===== src/rtl/sign_extended_pkg.sv =====
// Shared definitions for the decode-stage immediate extension unit.
// Holds the extension-mode encodings and the default datapath widths.
// Imported by imm_ext_core and sign_extended.
package sign_extended_pkg;

    localparam int IMM_WIDTH  = 16;
    localparam int WORD_WIDTH = 32;

    // Extension modes for the registered path (ext_mode input).
    typedef enum logic [1:0] {
        EXT_SIGN   = 2'b00,   // sign extension
        EXT_ZERO   = 2'b01,   // zero extension
        EXT_UPPER  = 2'b10,   // immediate in the upper half (LUI)
        EXT_BRANCH = 2'b11    // sign extension shifted left by 2
    } ext_mode_e;

endpackage


===== src/rtl/sign_extended_imm_ext_core.sv =====
// Purpose : mode-selected widening of an immediate to OUT_WIDTH bits.
// Latency : purely combinational, zero cycles.
// Backpr. : none; no handshake, output follows inputs.
// Ports   : imm_in (IN_WIDTH raw immediate), mode (2-bit ext mode),
//           ext_out (OUT_WIDTH result). OUT_WIDTH must exceed IN_WIDTH + 2.
module imm_ext_core
    import sign_extended_pkg::*;
#(
    parameter int IN_WIDTH  = IMM_WIDTH,
    parameter int OUT_WIDTH = WORD_WIDTH
) (
    input  logic [IN_WIDTH-1:0]  imm_in,
    input  logic [1:0]           mode,
    output logic [OUT_WIDTH-1:0] ext_out
);

    localparam int PAD = OUT_WIDTH - IN_WIDTH;

    logic [OUT_WIDTH-1:0] sext;

    assign sext = {{PAD{imm_in[IN_WIDTH-1]}}, imm_in};

    always_comb begin
        ext_out = sext;
        case (ext_mode_e'(mode))
            EXT_SIGN:   ext_out = sext;
            EXT_ZERO:   ext_out = {{PAD{1'b0}}, imm_in};
            EXT_UPPER:  ext_out = {imm_in, {PAD{1'b0}}};
            // Word offset: the two bits shifted out of the top are dropped.
            EXT_BRANCH: ext_out = {sext[OUT_WIDTH-3:0], 2'b00};
            default:    ext_out = sext;
        endcase
    end

endmodule


===== src/rtl/sign_extended.sv =====
// Purpose : decode-stage immediate extension; combinational sign-extend plus
//           a registered, mode-selected copy with neg/zero flags for ID/EX.
// Latency : data_out 0 cycles; ext_q/ext_valid/ext_neg/ext_zero 1 cycle.
// Backpr. : stall freezes every registered output; no ready is returned.
// Ports   : clk, rst (sync active-high), sign_extend_in, data_out,
//           ext_mode, in_valid, stall, ext_q, ext_valid, ext_neg, ext_zero.
module sign_extended
    import sign_extended_pkg::*;
#(
    parameter int IN_WIDTH  = IMM_WIDTH,
    parameter int OUT_WIDTH = WORD_WIDTH
) (
    input  logic                 clk,
    input  logic                 rst,
    input  logic [IN_WIDTH-1:0]  sign_extend_in,
    output logic [OUT_WIDTH-1:0] data_out,
    input  logic [1:0]           ext_mode,
    input  logic                 in_valid,
    input  logic                 stall,
    output logic [OUT_WIDTH-1:0] ext_q,
    output logic                 ext_valid,
    output logic                 ext_neg,
    output logic                 ext_zero
);

    // Same-cycle path: depends on sign_extend_in only, so it stays correct
    // even while the control inputs are undriven.
    assign data_out = {{(OUT_WIDTH-IN_WIDTH){sign_extend_in[IN_WIDTH-1]}}, sign_extend_in};

    logic [OUT_WIDTH-1:0] ext_f;

    imm_ext_core #(
        .IN_WIDTH  (IN_WIDTH),
        .OUT_WIDTH (OUT_WIDTH)
    ) u_imm_ext_core (
        .imm_in  (sign_extend_in),
        .mode    (ext_mode),
        .ext_out (ext_f)
    );

    logic [OUT_WIDTH-1:0] ext_d;
    logic                 ext_valid_d, ext_valid_q;
    logic                 ext_neg_d,   ext_neg_q;
    logic                 ext_zero_d,  ext_zero_q;

    always_comb begin
        ext_d       = ext_q;
        ext_valid_d = ext_valid_q;
        ext_neg_d   = ext_neg_q;
        ext_zero_d  = ext_zero_q;
        if (!stall) begin
            if (in_valid) begin
                ext_d       = ext_f;
                ext_valid_d = 1'b1;
                ext_neg_d   = ext_f[OUT_WIDTH-1];
                ext_zero_d  = (ext_f == '0);
            end else begin
                // Data and flags keep the last capture; only valid drops.
                ext_valid_d = 1'b0;
            end
        end
    end

    // Reset wins over stall and in_valid.
    always_ff @(posedge clk) begin
        if (rst) begin
            ext_q       <= '0;
            ext_valid_q <= 1'b0;
            ext_neg_q   <= 1'b0;
            ext_zero_q  <= 1'b1;
        end else begin
            ext_q       <= ext_d;
            ext_valid_q <= ext_valid_d;
            ext_neg_q   <= ext_neg_d;
            ext_zero_q  <= ext_zero_d;
        end
    end

    assign ext_valid = ext_valid_q;
    assign ext_neg   = ext_neg_q;
    assign ext_zero  = ext_zero_q;

endmodule


===== config.mk =====
export PLATFORM = sky130hd
export DESIGN_NAME = sign_extended
export DESIGN_NICKNAME = d
export VERILOG_FILES = /design/src/rtl/sign_extended_pkg.sv /design/src/rtl/sign_extended_imm_ext_core.sv /design/src/rtl/sign_extended.sv
export SDC_FILE = /design/constraint.sdc
export NUM_CORES = 1
export LEC_CHECK = 0
export CAP_MARGIN = 5
export CORE_MARGIN = 2
export CORE_UTILIZATION = 40
export DETAILED_ROUTE_END_ITERATION = 16
export GPL_TIMING_DRIVEN = 0
export PLACE_DENSITY = 0.81
export SYNTH_ARGS = -nofsm -noshare
export SYNTH_HDL_FRONTEND = slang
export SYNTH_HIERARCHICAL = 1
export SYNTH_SLANG_ARGS = --single-unit

===== constraint.sdc =====
create_clock -name clk -period 1.56 [get_ports clk]
set_clock_uncertainty 0.05 [all_clocks]
set_input_delay 0.156 -clock clk [delete_from_list [all_inputs] [get_ports clk]]
set_output_delay 0.156 -clock clk [all_outputs]
set_load 0.02 [all_outputs]

**Yosys cells after proc, flatten, opt, wreduce, memory -nomap -nowiden**

Cells that the tools add are included.

- Flip-flop bits (word level): 35
- Input port bits: 22
- Output and inout bits: 67
- Word-level logic and storage cells: 13

- Equality and inequality tests: 3
- Muxes and demuxes: 2
- Bitwise gates (word level): 1
- Reduce and logical (&&, ||, !) cells: 3

Operators with widths:

| kind | number |
|---|---|
| 32-bit one-hot mux with 4 select lines | 1 |
| 32-bit zero test | 1 |
| 2-bit == test, second input constant | 2 |
| 2-bit by 1-bit == test with 1-bit output, second input constant | 1 |
| 2-bit zero test | 1 |
| 2-bit AND reduction | 1 |
| 1-bit two-way mux | 1 |
| 1-bit inverter | 1 |

**Logic depth before layout (Yosys ltp)**

- Depth in word-level cells: 3
- Mapped depth: 7

**Cells and area by module**

The synthesis kept the hierarchy.

Modules (own cells, without submodules):

| module | times used | cells each | area each (um^2) |
|---|---|---|---|
| sign_extended | 1 | 191 | 1498.9 |
| imm_ext_core | 1 | 60 | 511.7 |

**Worst setup path before layout**

Ideal clock, no wire load.

- Kind: in2reg
- Start: input port ext_mode[0]
- End: register ext_zero_q, in the netlist ext_zero
- Arrival: 1320 ps
- Required time: 1423 ps
- Slack: 103 ps
- Stages: 7
- Buffers on the path: 2
- Path through: buf_6 and2_4 clkbuf_8 a22o_2 nor4_1 nand4_1 o31ai_1

- Longest elaborated chain between the ends: 3
- Elaborated cells between the ends (all ways): 6

RTL lines:

| element | line | RTL |
|---|---|---|
| start: declaration | sign_extended.sv:17 | `input logic [1:0] ext_mode,` |
| 2-bit == test (tied with other cells) | sign_extended_imm_ext_core.sv:25 | `case (ext_mode_e'(mode))` |
| 32-bit one-hot mux with 4 select lines * | sign_extended_imm_ext_core.sv:25 |  |
| named net ext_f[13] | sign_extended.sv:30 | `logic [OUT_WIDTH-1:0] ext_f;` |
| 32-bit zero test * | sign_extended.sv:56 | `ext_zero_d = (ext_f == '0);` |
| end signal: assignment | sign_extended.sv:75 | `ext_zero_q <= ext_zero_d;` |
| end: declaration | sign_extended.sv:44 | `logic ext_zero_d, ext_zero_q;` |

The timed path passes the listed nets; every way through them passes the cells marked *.
A chain may end at the register's enable or synchronous reset.

**Worst setup path after layout**

- Start: register ext_q[19]
- End: output port ext_q[19]

RTL lines:

| element | line | RTL |
|---|---|---|
| start: declaration | sign_extended.sv:20 | `output logic [OUT_WIDTH-1:0] ext_q,` |
| start signal: assignment | sign_extended.sv:72 | `ext_q <= ext_d;` |

No word-level cell between the ends.

==> results.json <==
{
  "dieArea_sq_mm": 0.005610,
  "power_mw": 2.293,
  "post_drt_via_cell_ratio": 4.887,
  "startpoint": "ext_q[19]",
  "core_sq_mm": 0.004786,
  "synth_common_cells": "65 x nand2_1, 38 x buf_4, 34 x a21oi_1, 34 x dfxtp_1, 15 x mux2i_1",
  "die_y_microns": 74.90,
  "num_rows": 25,
  "synthDominantCellAreaShare_pct": 33.85,
  "leakagePower_nw": 1.289,
  "startpoint_type": "register",
  "place_hpwl_microns": 4191,
  "holdWs_ps": 162.3,
  "critPathKind": "reg -> out",
  "grt_pass1_wl_microns": 8694,
  "synthFlopType": "dfxtp_1",
  "tritoncts": "done",
  "area_delta_synth_final_pct": 56.38,
  "n_fill_cell": 425,
  "status": "completed",
  "postRouteAntennaNets": 0,
  "yosysSeqAreaShare_pct": 33.85,
  "fin_crit_sh_pct": 94.60,
  "slowest_stage": "clkdlybuf4s50_1",
  "path_clk_slew_ps": 70,
  "start_util_pct": 42.01,
  "finalHoldViolCount": 0,
  "num_antenna_cells": 0,
  "worstHoldStart": "rst",
  "crit_required_ps": 1350,
  "wl_per_cell_microns": 13.13,
  "synth.most_common_cell": "nand2_1",
  "slew_violations": 0,
  "cts_sinks": 34,
  "crit_arrival_ps": 1270,
  "worstReg2RegStart": "ext_zero",
  "period_needed_ps": 1476,
  "setup_viol": 0,
  "ctsLongestPathBuffers": 2,
  "seq_area_sq_um": 680.7,
  "syn_area_sq_mm": 0.002011,
  "io_buffers": 85,
  "place_ws_ps": -617.8,
  "synth.ff_latch_count": 34,
  "antenna_found_initial": 0,
  "dr.pass1.iters": 4,
  "cts_made_buffers": 5,
  "synth_nets": 273,
  "clk_latency_ps": 270,
  "grt_overflow": 0,
  "critical_path.top_delay_family": "buffers and inverters",
  "io_pins": 89,
  "drc": 0,
  "hold_buffers": 0,
  "root_buffer": "clkbuf_8",
  "die_x_microns": 74.90,
  "vdd_drop_max_uv": 664.6,
  "gp_congestion": 0.8978,
  "crit_buf_inv": 1,
  "tightest_slew_ps": 428.2,
  "vias": 2038,
  "drive_above_1_share_pct": 22.57,
  "drt_iter0_markers": 108,
  "crit_path_max_incr_delay_ps": 640,
  "synth_enable_flop_cells": 0,
  "cp_max_fo": 2,
  "yosysWarnings": 6,
  "hold_class": "in -> reg",
  "synthArstFlopShare_pct": 0,
  "slew_headroom_pct": 71.45,
  "max_freq_ghz": 0.6776,
  "yosys-top-cells-area": "dfxtp_1 34%, buf_4 14%, nand2_1 12%",
  "synth_top_area_cell": "dfxtp_1",
  "power.density_mw_per_mm2": 729.4,
  "grt_pass1_vias": 1891,
  "grt.total_usage_pct": 19.81,
  "avgSynthCellArea_sq_um": 8.011,
  "grt_max_degree": 19,
  "crit_chain": "clkdlybuf4s50_1",
  "ys_types": 28,
  "nNetsFinal": 371,
  "endpoint_kind": "output pin",
  "h-tree-depth": 2,
  "wirelength_microns": 5474,
  "final.setup.worst_slack_ps": 84.22,
  "maxCapViolCount": 0,
  "synth_cells": 251,
  "multiInputGateArea_sq_um": 955.9
}
## cells in the final DEF (no fill, tap or decap), types with 3 or more instances in the layout
master	n
dfxtp_1	34
a22o_1	11
clkbuf_1	4
buf_2	4
buf_6	4
o21ai_1	7
dlygate4sd2_1	15
clkbuf_8	7
a22o_2	3
nand2_1	65
clkdlybuf4s50_1	67
nor4_1	5
mux2i_1	13
o21ai_0	6
buf_4	41
a21oi_1	34
## registers in the layout, summed over array words and instances (netlist names)
| signal | cells |
|---|---|
| ext_zero | 1 |
| ext_q | 32 |
| ext_valid | 1 |
## metal layers
| metal | global-route usage [%] | vias up | part of all wire [%] |
|---|---|---|---|
| met4 | 5.159 | 0 | 0.53 |
| met3 | 5.756 | 4 | 7.1 |
| met2 | 33.14 | 75 | 50 |
| met5 | 0 | - | 0 |
| li1 | - | 1019 | - |
| met1 | 25.04 | 940 | 43 |
## through the flow
stage          cells  utilization, %  instance area (sq um)  setup TNS (ps)
2_1_floorplan    251               -                   2011               0
3_3_place_gp     403           61.54                   2945           -2305
3_5_place_dp     403           61.54                   2945           -2664
4_1_cts          415           64.26                   3075               0
5_1_grt          417           65.70                   3144          -48.60
6_report         417           65.70                   3144               0
## logic make-up (layout without fill, tap and decap cells)
logic type | count (synthesis) | count (layout) | share of synthesized area, %
compound gates | 65 | 65 | 19.42
buf+inv | 55 | 154 | 20.97
flops | 34 | 34 | 33.85
mux | 15 | 15 | 7.467
simple gates | 82 | 82 | 18.30
## layout make-up
type / count / area share, %
Tap cell: 67 / 2.666
Clock buffer: 6 / 2.626
Sequential cell: 34 / 21.65
Multi-Input combinational cell: 162 / 30.40
Timing Repair Buffer: 91 / 28.77
Inverter: 1 / 0.1194
Buffer: 54 / 13.37
Clock inverter: 2 / 0.3979
## final timing paths
check	to	slack, ps	cells past startpoint
hold reg to reg	ext_q[0]	410	2
setup reg to reg	ext_zero	880	2
setup / recovery	ext_q[19]	80	1
hold / removal	ext_q[28]	160	2
## power by group
group / internal [mW] / total, mW / switching (mW) / leakage (nW)
Sequential: 0.905 / 0.923 / 0.0181 / 0.277
Combinational: 0.350 / 0.697 / 0.347 / 0.965
Clock: 0.355 / 0.673 / 0.319 / 0.0472
## repair_timing
action / in CTS / in global routing
gates resized for setup: 19 / 12
setup endpoints to repair: 16 / 2
hold endpoints to repair: 0 / 0
setup buffers: 4 / 0
pin swaps: 4 / 7
cloned: 0 / 2
(Power assumes the default switching activity.)
